==> src/rtl/mem_arb_pkg.sv <==
// Shared encodings for mem_arbiter: owner tag of the single in-flight memory read.
// Latency: none (constants only). Backpressure: not applicable.
package mem_arb_pkg;

   localparam logic [1:0] OWN_NONE  = 2'd0;
   localparam logic [1:0] OWN_FETCH = 2'd1;
   localparam logic [1:0] OWN_DATA  = 2'd2;

endpackage

==> src/rtl/mem_arbiter.sv <==
// Fetch/data arbiter in front of a 1R1W memory; MEM_ARB_STARVE_EN adds a fetch starvation guard.
// Latency: grants are combinational and read data returns one cycle later. Responses cannot be back-pressured.
module mem_arbiter
   import mem_arb_pkg::*;
#(
   parameter int STARVE_MAX = 4
) (
   input  logic        clk,
   input  logic        rst,

   input  logic        i_req,
   input  logic [29:0] i_addr,
   output logic        i_gnt,
   output logic        i_rvalid,
   output logic [31:0] i_rdata,

   input  logic        d_req,
   input  logic        d_we,
   input  logic [29:0] d_addr,
   input  logic [31:0] d_wdata,
   input  logic [3:0]  d_wstrb,
   output logic        d_gnt,
   output logic        d_rvalid,
   output logic [31:0] d_rdata,

   output logic        m_rready,
   output logic        m_wready,
   output logic [29:0] m_raddr,
   output logic [29:0] m_waddr,
   output logic [31:0] m_wdata,
   output logic [3:0]  m_wstrb,
   input  logic [31:0] m_rdata
);

   if (STARVE_MAX < 1) begin : g_bad_starve_max
      $error("mem_arbiter: STARVE_MAX must be at least 1");
   end

   logic       fetch_wins;
   logic       d_rd_gnt;
   logic       d_wr_gnt;
   logic [1:0] resp_own;

`ifdef MEM_ARB_STARVE_EN
   localparam int SC_W = $clog2(STARVE_MAX + 1);

   logic [SC_W-1:0] starve_cnt;

   assign fetch_wins = (starve_cnt == SC_W'(STARVE_MAX));

   // Saturates at STARVE_MAX; the forced fetch grant that follows clears it.
   always_ff @(posedge clk or posedge rst) begin
      if (rst) begin
         starve_cnt <= '0;
      end else if (!i_req || i_gnt) begin
         starve_cnt <= '0;
      end else if (starve_cnt != SC_W'(STARVE_MAX)) begin
         starve_cnt <= starve_cnt + 1'b1;
      end
   end
`else
   assign fetch_wins = 1'b0;
`endif

   always_comb begin
      i_gnt    = 1'b0;
      d_rd_gnt = 1'b0;
      d_wr_gnt = 1'b0;
      if (!rst) begin
         d_wr_gnt = d_req && d_we;
         if (d_req && !d_we) begin
            // Only one read port: data takes it unless fetch has been starved out.
            d_rd_gnt = !(i_req && fetch_wins);
            i_gnt    = i_req && fetch_wins;
         end else begin
            i_gnt = i_req;
         end
      end
   end

   assign d_gnt = d_rd_gnt || d_wr_gnt;

   always_comb begin
      m_rready = i_gnt || d_rd_gnt;
      m_raddr  = '0;
      if (i_gnt) begin
         m_raddr = i_addr;
      end else if (d_rd_gnt) begin
         m_raddr = d_addr;
      end

      m_wready = d_wr_gnt;
      m_waddr  = d_wr_gnt ? d_addr  : '0;
      m_wdata  = d_wr_gnt ? d_wdata : '0;
      m_wstrb  = d_wr_gnt ? d_wstrb : '0;
   end

   always_ff @(posedge clk or posedge rst) begin
      if (rst) begin
         resp_own <= OWN_NONE;
      end else if (i_gnt) begin
         resp_own <= OWN_FETCH;
      end else if (d_rd_gnt) begin
         resp_own <= OWN_DATA;
      end else begin
         resp_own <= OWN_NONE;
      end
   end

   // Memory read data is shared; rvalid alone tells each requester it is theirs.
   assign i_rvalid = (resp_own == OWN_FETCH);
   assign d_rvalid = (resp_own == OWN_DATA);
   assign i_rdata  = m_rdata;
   assign d_rdata  = m_rdata;

endmodule

==> config.mk <==
export PLATFORM = sky130hd
export DESIGN_NAME = mem_arbiter
export DESIGN_NICKNAME = d
export VERILOG_FILES = /design/src/rtl/mem_arb_pkg.sv /design/src/rtl/mem_arbiter.sv
export SDC_FILE = /design/constraint.sdc
export NUM_CORES = 1
export LEC_CHECK = 0
export ABC_AREA = 1
export CAP_MARGIN = 20
export CELL_PAD_IN_SITES_DETAIL_PLACEMENT = 1
export CELL_PAD_IN_SITES_GLOBAL_PLACEMENT = 2
export CORE_ASPECT_RATIO = 1.1
export CORE_UTILIZATION = 10
export CTS_CLUSTER_SIZE = 25
export DETAILED_ROUTE_END_ITERATION = 12
export PLACE_DENSITY = 0.95
export REMOVE_ABC_BUFFERS = 1
export SYNTH_ARGS = -nofsm -noshare
export SYNTH_HDL_FRONTEND = slang
export SYNTH_SLANG_ARGS = --single-unit
export TNS_END_PERCENT = 50
==> constraint.sdc <==
create_clock -name clk -period 1.4 [get_ports clk]
set_input_delay 0.28 -clock clk [delete_from_list [all_inputs] [get_ports clk]]
set_output_delay 0.28 -clock clk [all_outputs]
set_load 0.01 [all_outputs]
== Yosys cells after proc, flatten, opt, wreduce, memory -nomap -nowiden ==
Cells that the tools add are included.
Cells by class
  equality and inequality tests: 2
  add/sub/neg operators: 0
  shift operators: 0
  reduce and logical (&&, ||, !) cells: 5
  bitwise operators: 0
  mux-type cells: 12
  div/mod/pow operators: 0
  $lt $le $gt $ge: 0
  $mul: 0
Operator list (number)
  $mux W30: 3
  $mux W32: 1
  $mux W1: 5
  $mux W2: 2
  $mux W4: 1
  $eq A2 B1 Y1 const B: 1
  $eq A2 B2 Y1 const B: 1
  $logic_and A1 B1 Y1: 2
  $logic_or A1 B1 Y1: 2
  $logic_not A1 Y1: 1
Storage, ports and cells
  logic and storage cells: 20
  bits in latches: 0
  ROM bits: 0
  output and inout bits: 166
  bits in writable memories: 0
  bits in registers: 2
  input port bits: 133
  memories kept: 0

== Logic depth before layout (Yosys ltp) ==
Gate-level depths: netlist of the first run.
  word-level depth: 6
  depth in mapped cells: 6
  mapped depth without buffers: 4

== Worst setup path after synthesis of the first run ==
No wires, ideal clock.
  kind: input to output
  start point: in d_req
  end point: out m_wdata[14]
  required time: 1120 ps
  path slack: 101 ps
  buffers on the path: 2
  data arrival time: 1019 ps
  cell stages on the path: 6
  path through: inv_2 > nor2_2 > nand2_1 > buf_4 > buf_6 > nor2_1
On the way
  cells in the longest elaborated chain, start to end: 3
Ends and longest elaborated chain
  start, declared: RTL line mem_arbiter.sv:17  | input logic d_req,
  $logic_and A1 B1 Y1: RTL line mem_arbiter.sv:70  | d_wr_gnt = d_req && d_we;
  $mux W1: RTL line mem_arbiter.sv:69  | if (!rst) begin
  $mux W32: RTL line mem_arbiter.sv:94  | m_wdata = d_wr_gnt ? d_wdata : '0;
  end, declared: RTL line mem_arbiter.sv:30  | output logic [31:0] m_wdata,
No other way between the ends.

== Final worst setup path of the first run ==
  start point: in rst
  end point: out m_wdata[0]
On the way
  cells in the longest elaborated chain, start to end: 2
Ends and longest elaborated chain
  start, declared: RTL line mem_arbiter.sv:9  | input logic rst,
  $mux W1: RTL line mem_arbiter.sv:69
  $mux W32: RTL line mem_arbiter.sv:94
No other way between the ends.

==> flow_metrics.tcl, run 1 <==
set metrics [dict create \
    status "finished with violations" \
    violations "setup timing" \
    area_growth_pct 163 \
    yosysSeqAreaShare 0.0292 \
    nets 629 \
    clkSlewWorstSetupHoldPaths_ps 30 \
    slew_viol_final 0 \
    p_total_w 0.00163 \
    max_slew_margin 0.843 \
    cts_root_buf "clkbuf_16" \
    ios 299 \
    row_count 49 \
    syn_area_um2 1710 \
    layout_setup_ws_ps -85.9 \
    yosys_warnings 0 \
    required_ps 1120 \
    routedWlPerCell_um 20.7 \
    io_buffers 202 \
    final_cell_mix "clkdlybuf4s50_1 (89), inv_1 (68), buf_6 (67)" \
    p_per_area_nw_per_um2 362 \
    initial_core_util 0.104 \
    syn_area_per_cell_um2 5.24 \
    synth-seq-cells 2 \
    dieArea_um2 17700 \
    fin_crit_sh 1.06 \
    critPathArrivalTime_ps 1210 \
    die_w_um 127 \
    top_regs "resp_own: 2 flops" \
    fillers 1984 \
    antennaDiodeCount 0 \
    top_register "resp_own" \
    clk_path_buf_depth 2 \
    final_common_cell "clkdlybuf4s50_1" \
    period_needed_ps 1490 \
    fin_cells 698 \
    ant_nets 0 \
    worst_slew_pin_slew_ps 235 \
    seqCellArea_um2 50.0 \
    cp-end-kind "output pin" \
    critical_path_class "input pin to output pin" \
    post_dp_cell_area_um2 3590 \
    fmax_mhz 673 \
    drc_errors 0 \
    cts_hold_buffers 0 \
    htreeDepth 1 \
    postLayoutCellArea_um2 4510 \
    drt_iter0_markers 39 \
    cts_tree "done" \
    clock_sinks 2 \
    cap_violations 0 \
    hold_viol 0 \
    vias 2792 \
    hpwl_mm 9.76 \
    synth_cell_type_count 14 \
    worst_setup_path_start_kind "input pin" \
    place.gp.congestion 0.706 \
    grt_pass1_wl_mm 19.3 \
    grt_pass1_vias 3004 \
    synthCells 327 \
    coreArea_um2 16600 \
    hold_slack_ps 290 \
    critPathMaxFanout 6 \
    wirelength_mm 14.5 \
    p_leak_nw 2.30 \
    startpoint "rst" \
    rsz0062_at_grt "true" \
    gr-usage-all-layers 0.150 \
    antenna_found_initial 0 \
    cts_buffers 3 \
    layout-drive-gt1-share 0.466 \
    overflow 0 \
    drt-vias-per-instance 4.00 \
    dp_cells 667 \
    grt_max_degree 21 \
    drt-pass1-iter-count 4 \
    holdCritPathClass "input pin to async pin" \
    die_h_um 139 \
    largest_reg_flops 2 \
    setup_viol 69 \
    multi_input_area_um2 1200 \
    ir_worst_vdd_v 0.000296 \
]
[area by class of cell]
cell class              instances  share of cell area
repair buffers                250               0.587
multi-input cells             166               0.265
inverters                      73              0.0632
well taps                     204              0.0566
clock buffers                   3              0.0166
flip-flops and latches          2              0.0111
[power breakdown]
part	internal (W)	total, W	switching (W)
sequential	0.0000609	0.0000623	0.00000142
combinational	0.000632	0.00115	0.000513
clock	0.000363	0.000424	0.0000609
total	0.00106	0.00163	0.000576
[worst max-delay path, cell delays in order]
cell and delay [ps]:
buf_12 110, nor2_4 160, nand2_8 90, buf_12 160, buf_16 150, nor2_1 90, buf_2 140
[layer usage]
metal  up-vias  wire (µm)  GRT usage
met5         -         56     0.0448
met4         2        119     0.0232
met3         7       2460      0.112
met2       243       6650      0.247
met1      1280       5170      0.151
li1       1260          -          -
[per-stage QoR]
stage,TNS [ps],util,setup WS [ps]
global placement,-89840,0.217,-991
floorplan,-76610,-,-885
detailed placement,-90820,0.217,-995
CTS,-3350,0.243,-144
finish,-2210,0.273,-85.9
global route,-5130,0.273,-126
[cell families after synthesis]
logic type             Yosys count  share of synthesized area
AO/OA/AOI/OAI                    1                    0.00292
buffers and inverters          159                      0.507
AND/OR/NAND/NOR                165                      0.461
flip-flops                       2                     0.0292
[synthesized netlist by cell type (all sizes together)]
library cell | n | area share
nand4 | 30 | 0.11
a21oi | 1 | 0.0029
inv | 73 | 0.16
dfrtp | 2 | 0.029
buf | 74 | 0.32
clkbuf | 12 | 0.026
nand2 | 33 | 0.072
nor2 | 72 | 0.19
nand3 | 30 | 0.088
[repair_timing]
item / in CTS / in global routing
setup buffers: 15 / 0
pin swaps: 9 / 11
resized for setup: 532 / 103
gates cloned: 11 / 3
setup endpoints to repair: 103 / 85
[path summary, 6_finish.rpt]
kind / endpoint / slack, ps / cells after the start
setup / recovery: m_wdata[0] / -90 / 7
hold / removal: resp_own[0] / 290 / 4
max in group asynchronous: resp_own[1] / 1020 / 4
min in group clk: resp_own[1] / 380 / 3
No activity file was read; power rests on OpenSTA's default activity.
==> inputs of run 2 (changes only) <==
SETUP_SLACK_MARGIN = 0.4   (was not set)
==> run 2 against run 1 <==
Compared with the run above: the flow still finishes with violations (setup timing); maximum frequency grew 0.59%; utilization decreased by 0.28 points; combinational power hardly changed; sequential share of layout area hardly changed; non-clock buffer count rose by 1; wire length fell by 2.1%; first-iteration DRC count rose by 7.7%; critical endpoint is now d_gnt.
==> flow_metrics.tcl, run 2 (synthesis gave the netlist of run 1 again) <==
set metrics [dict create \
    coreArea_um2 16600 \
    ant_nets 0 \
    max_slew_margin 0.859 \
    startpoint "d_req" \
    cts_tree "done" \
    ios 299 \
    area_growth_pct 161 \
    hold_slack_ps 254 \
    violations "setup timing" \
    drt_iter0_markers 42 \
    cp_common_cell "buf_4" \
    grt_pass1_wl_mm 19.4 \
    p_per_area_nw_per_um2 363 \
    overflow 0 \
    final_common_cell "clkdlybuf4s50_1" \
    antennaDiodeCount 0 \
    vias 2809 \
    dp_cells 667 \
    slew_viol_final 0 \
    drt-vias-per-instance 4.02 \
    holdCritPathClass "input pin to async pin" \
    worst_slew_pin_slew_ps 212 \
    drt-pass1-iter-count 4 \
    largest_reg_flops 2 \
    utilization 0.270 \
    fin_crit_sh 1.06 \
    drc_errors 0 \
    initial_core_util 0.104 \
    io_buffers 202 \
    slowest_stage "buf_4" \
    grt_max_degree 21 \
    nets 630 \
    cts_buffers 3 \
    htreeDepth 1 \
    fin_cells 699 \
    place.gp.congestion 0.706 \
    wirelength_mm 14.1 \
    top_regs "resp_own: 2 flops" \
    critPathArrivalTime_ps 1200 \
    final_cell_mix "clkdlybuf4s50_1 (82), inv_1 (68), buf_2 (54), buf_6 (54), nor2_4 (38)" \
    status "finished with violations" \
    cap_violations 0 \
    clk_path_buf_depth 2 \
    worst_setup_path_start_kind "input pin" \
    die_w_um 127 \
    row_count 49 \
    critical_path_class "input pin to output pin" \
    routedWlPerCell_um 20.2 \
    layout_setup_ws_ps -77.1 \
    dieArea_um2 17700 \
    gr-usage-all-layers 0.151 \
    rsz0062_at_grt "true" \
    cts_root_buf "clkbuf_16" \
    p_total_w 0.00162 \
    cp_slowest_stage_delay_ps 120 \
    crit_chain "buf_12 > inv_6 > nor2_4 > buf_4 > buf_4 > buf_4 > buf_4 > buf_4 > buf_6" \
    period_needed_ps 1480 \
    layout-drive-gt1-share 0.501 \
    cp-end-kind "output pin" \
    cts_hold_buffers 0 \
    setup_viol 75 \
    top_register "resp_own" \
    clock_sinks 2 \
    grt_pass1_vias 2993 \
    required_ps 1120 \
    antenna_found_initial 0 \
    setup_total_negative_slack_ps -2390 \
    fillers 1998 \
    hpwl_mm 9.76 \
    ir_worst_vdd_v 0.000298 \
    die_h_um 139 \
    clkSlewWorstSetupHoldPaths_ps 30 \
    hold_viol 0 \
    p_leak_nw 2.28 \
    critPathMaxFanout 4 \
    fmax_mhz 677 \
]
-- run 2: area by class of cell --
type,count,area (µm²),area share
inverter,73,287,0.0641
clock buffer,3,75.1,0.0168
tap,204,255,0.0571
sequential,2,50.0,0.0112
multi-input combinational,166,1230,0.275
timing repair buffer,251,2570,0.576
-- run 2: metrics by stage --
stage | instance area (µm²) | worst slack, ps
after floorplan | 1120 | -885
after global placement | 3590 | -991
after detailed placement | 3590 | -995
after CTS | 3990 | -75.4
after global routing | 4470 | -136
final | 4470 | -77.1
-- run 2: layer usage --
metal	share of wire	track usage
met1	0.35	0.154
met3	0.17	0.113
met4	0.0029	0.0188
met2	0.47	0.247
met5	0.0040	0.0448
-- run 2: worst max-delay path, delay by kind of cell --
kind	cells	cell delay, ps
simple gates	1	40
buf+inv	8	870
-- run 2: worst max path at each step --
stage                              to  slack [ps]
after floorplan            m_waddr[0]        -890
after global placement    m_wdata[21]        -990
after detailed placement   m_wdata[4]       -1000
after CTS                 m_waddr[26]         -80
after global routing       m_wdata[3]        -140
final                           d_gnt         -80
-- run 2: power breakdown --
part | leakage, nW | switching, W | internal, W | total [W]
sequential | 0.0266 | 0.00000143 | 0.0000609 | 0.0000623
combinational | 2.21 | 0.000511 | 0.000624 | 0.00113
clock | 0.0370 | 0.0000617 | 0.000363 | 0.000425
total | 2.28 | 0.000574 | 0.00105 | 0.00162
-- run 2: what timing repair did --
| item | 4_1_cts | 5_1_grt |
|---|---|---|
| setup endpoints to repair | 104 | 102 |
| gates resized for setup | 546 | 97 |
| pin swaps | 31 | 24 |
| buffers inserted | 15 | 2 |
| gates cloned | 11 | 1 |
| hold endpoints to repair | 0 | 0 |
==> inputs of run 3 (changes only) <==
CTS_CLUSTER_SIZE = 24   (was 25)
RECOVER_POWER = 100   (was not set)
==> results of run 3 <==
Final layout, timing and power as in run 2 (identical DEF).
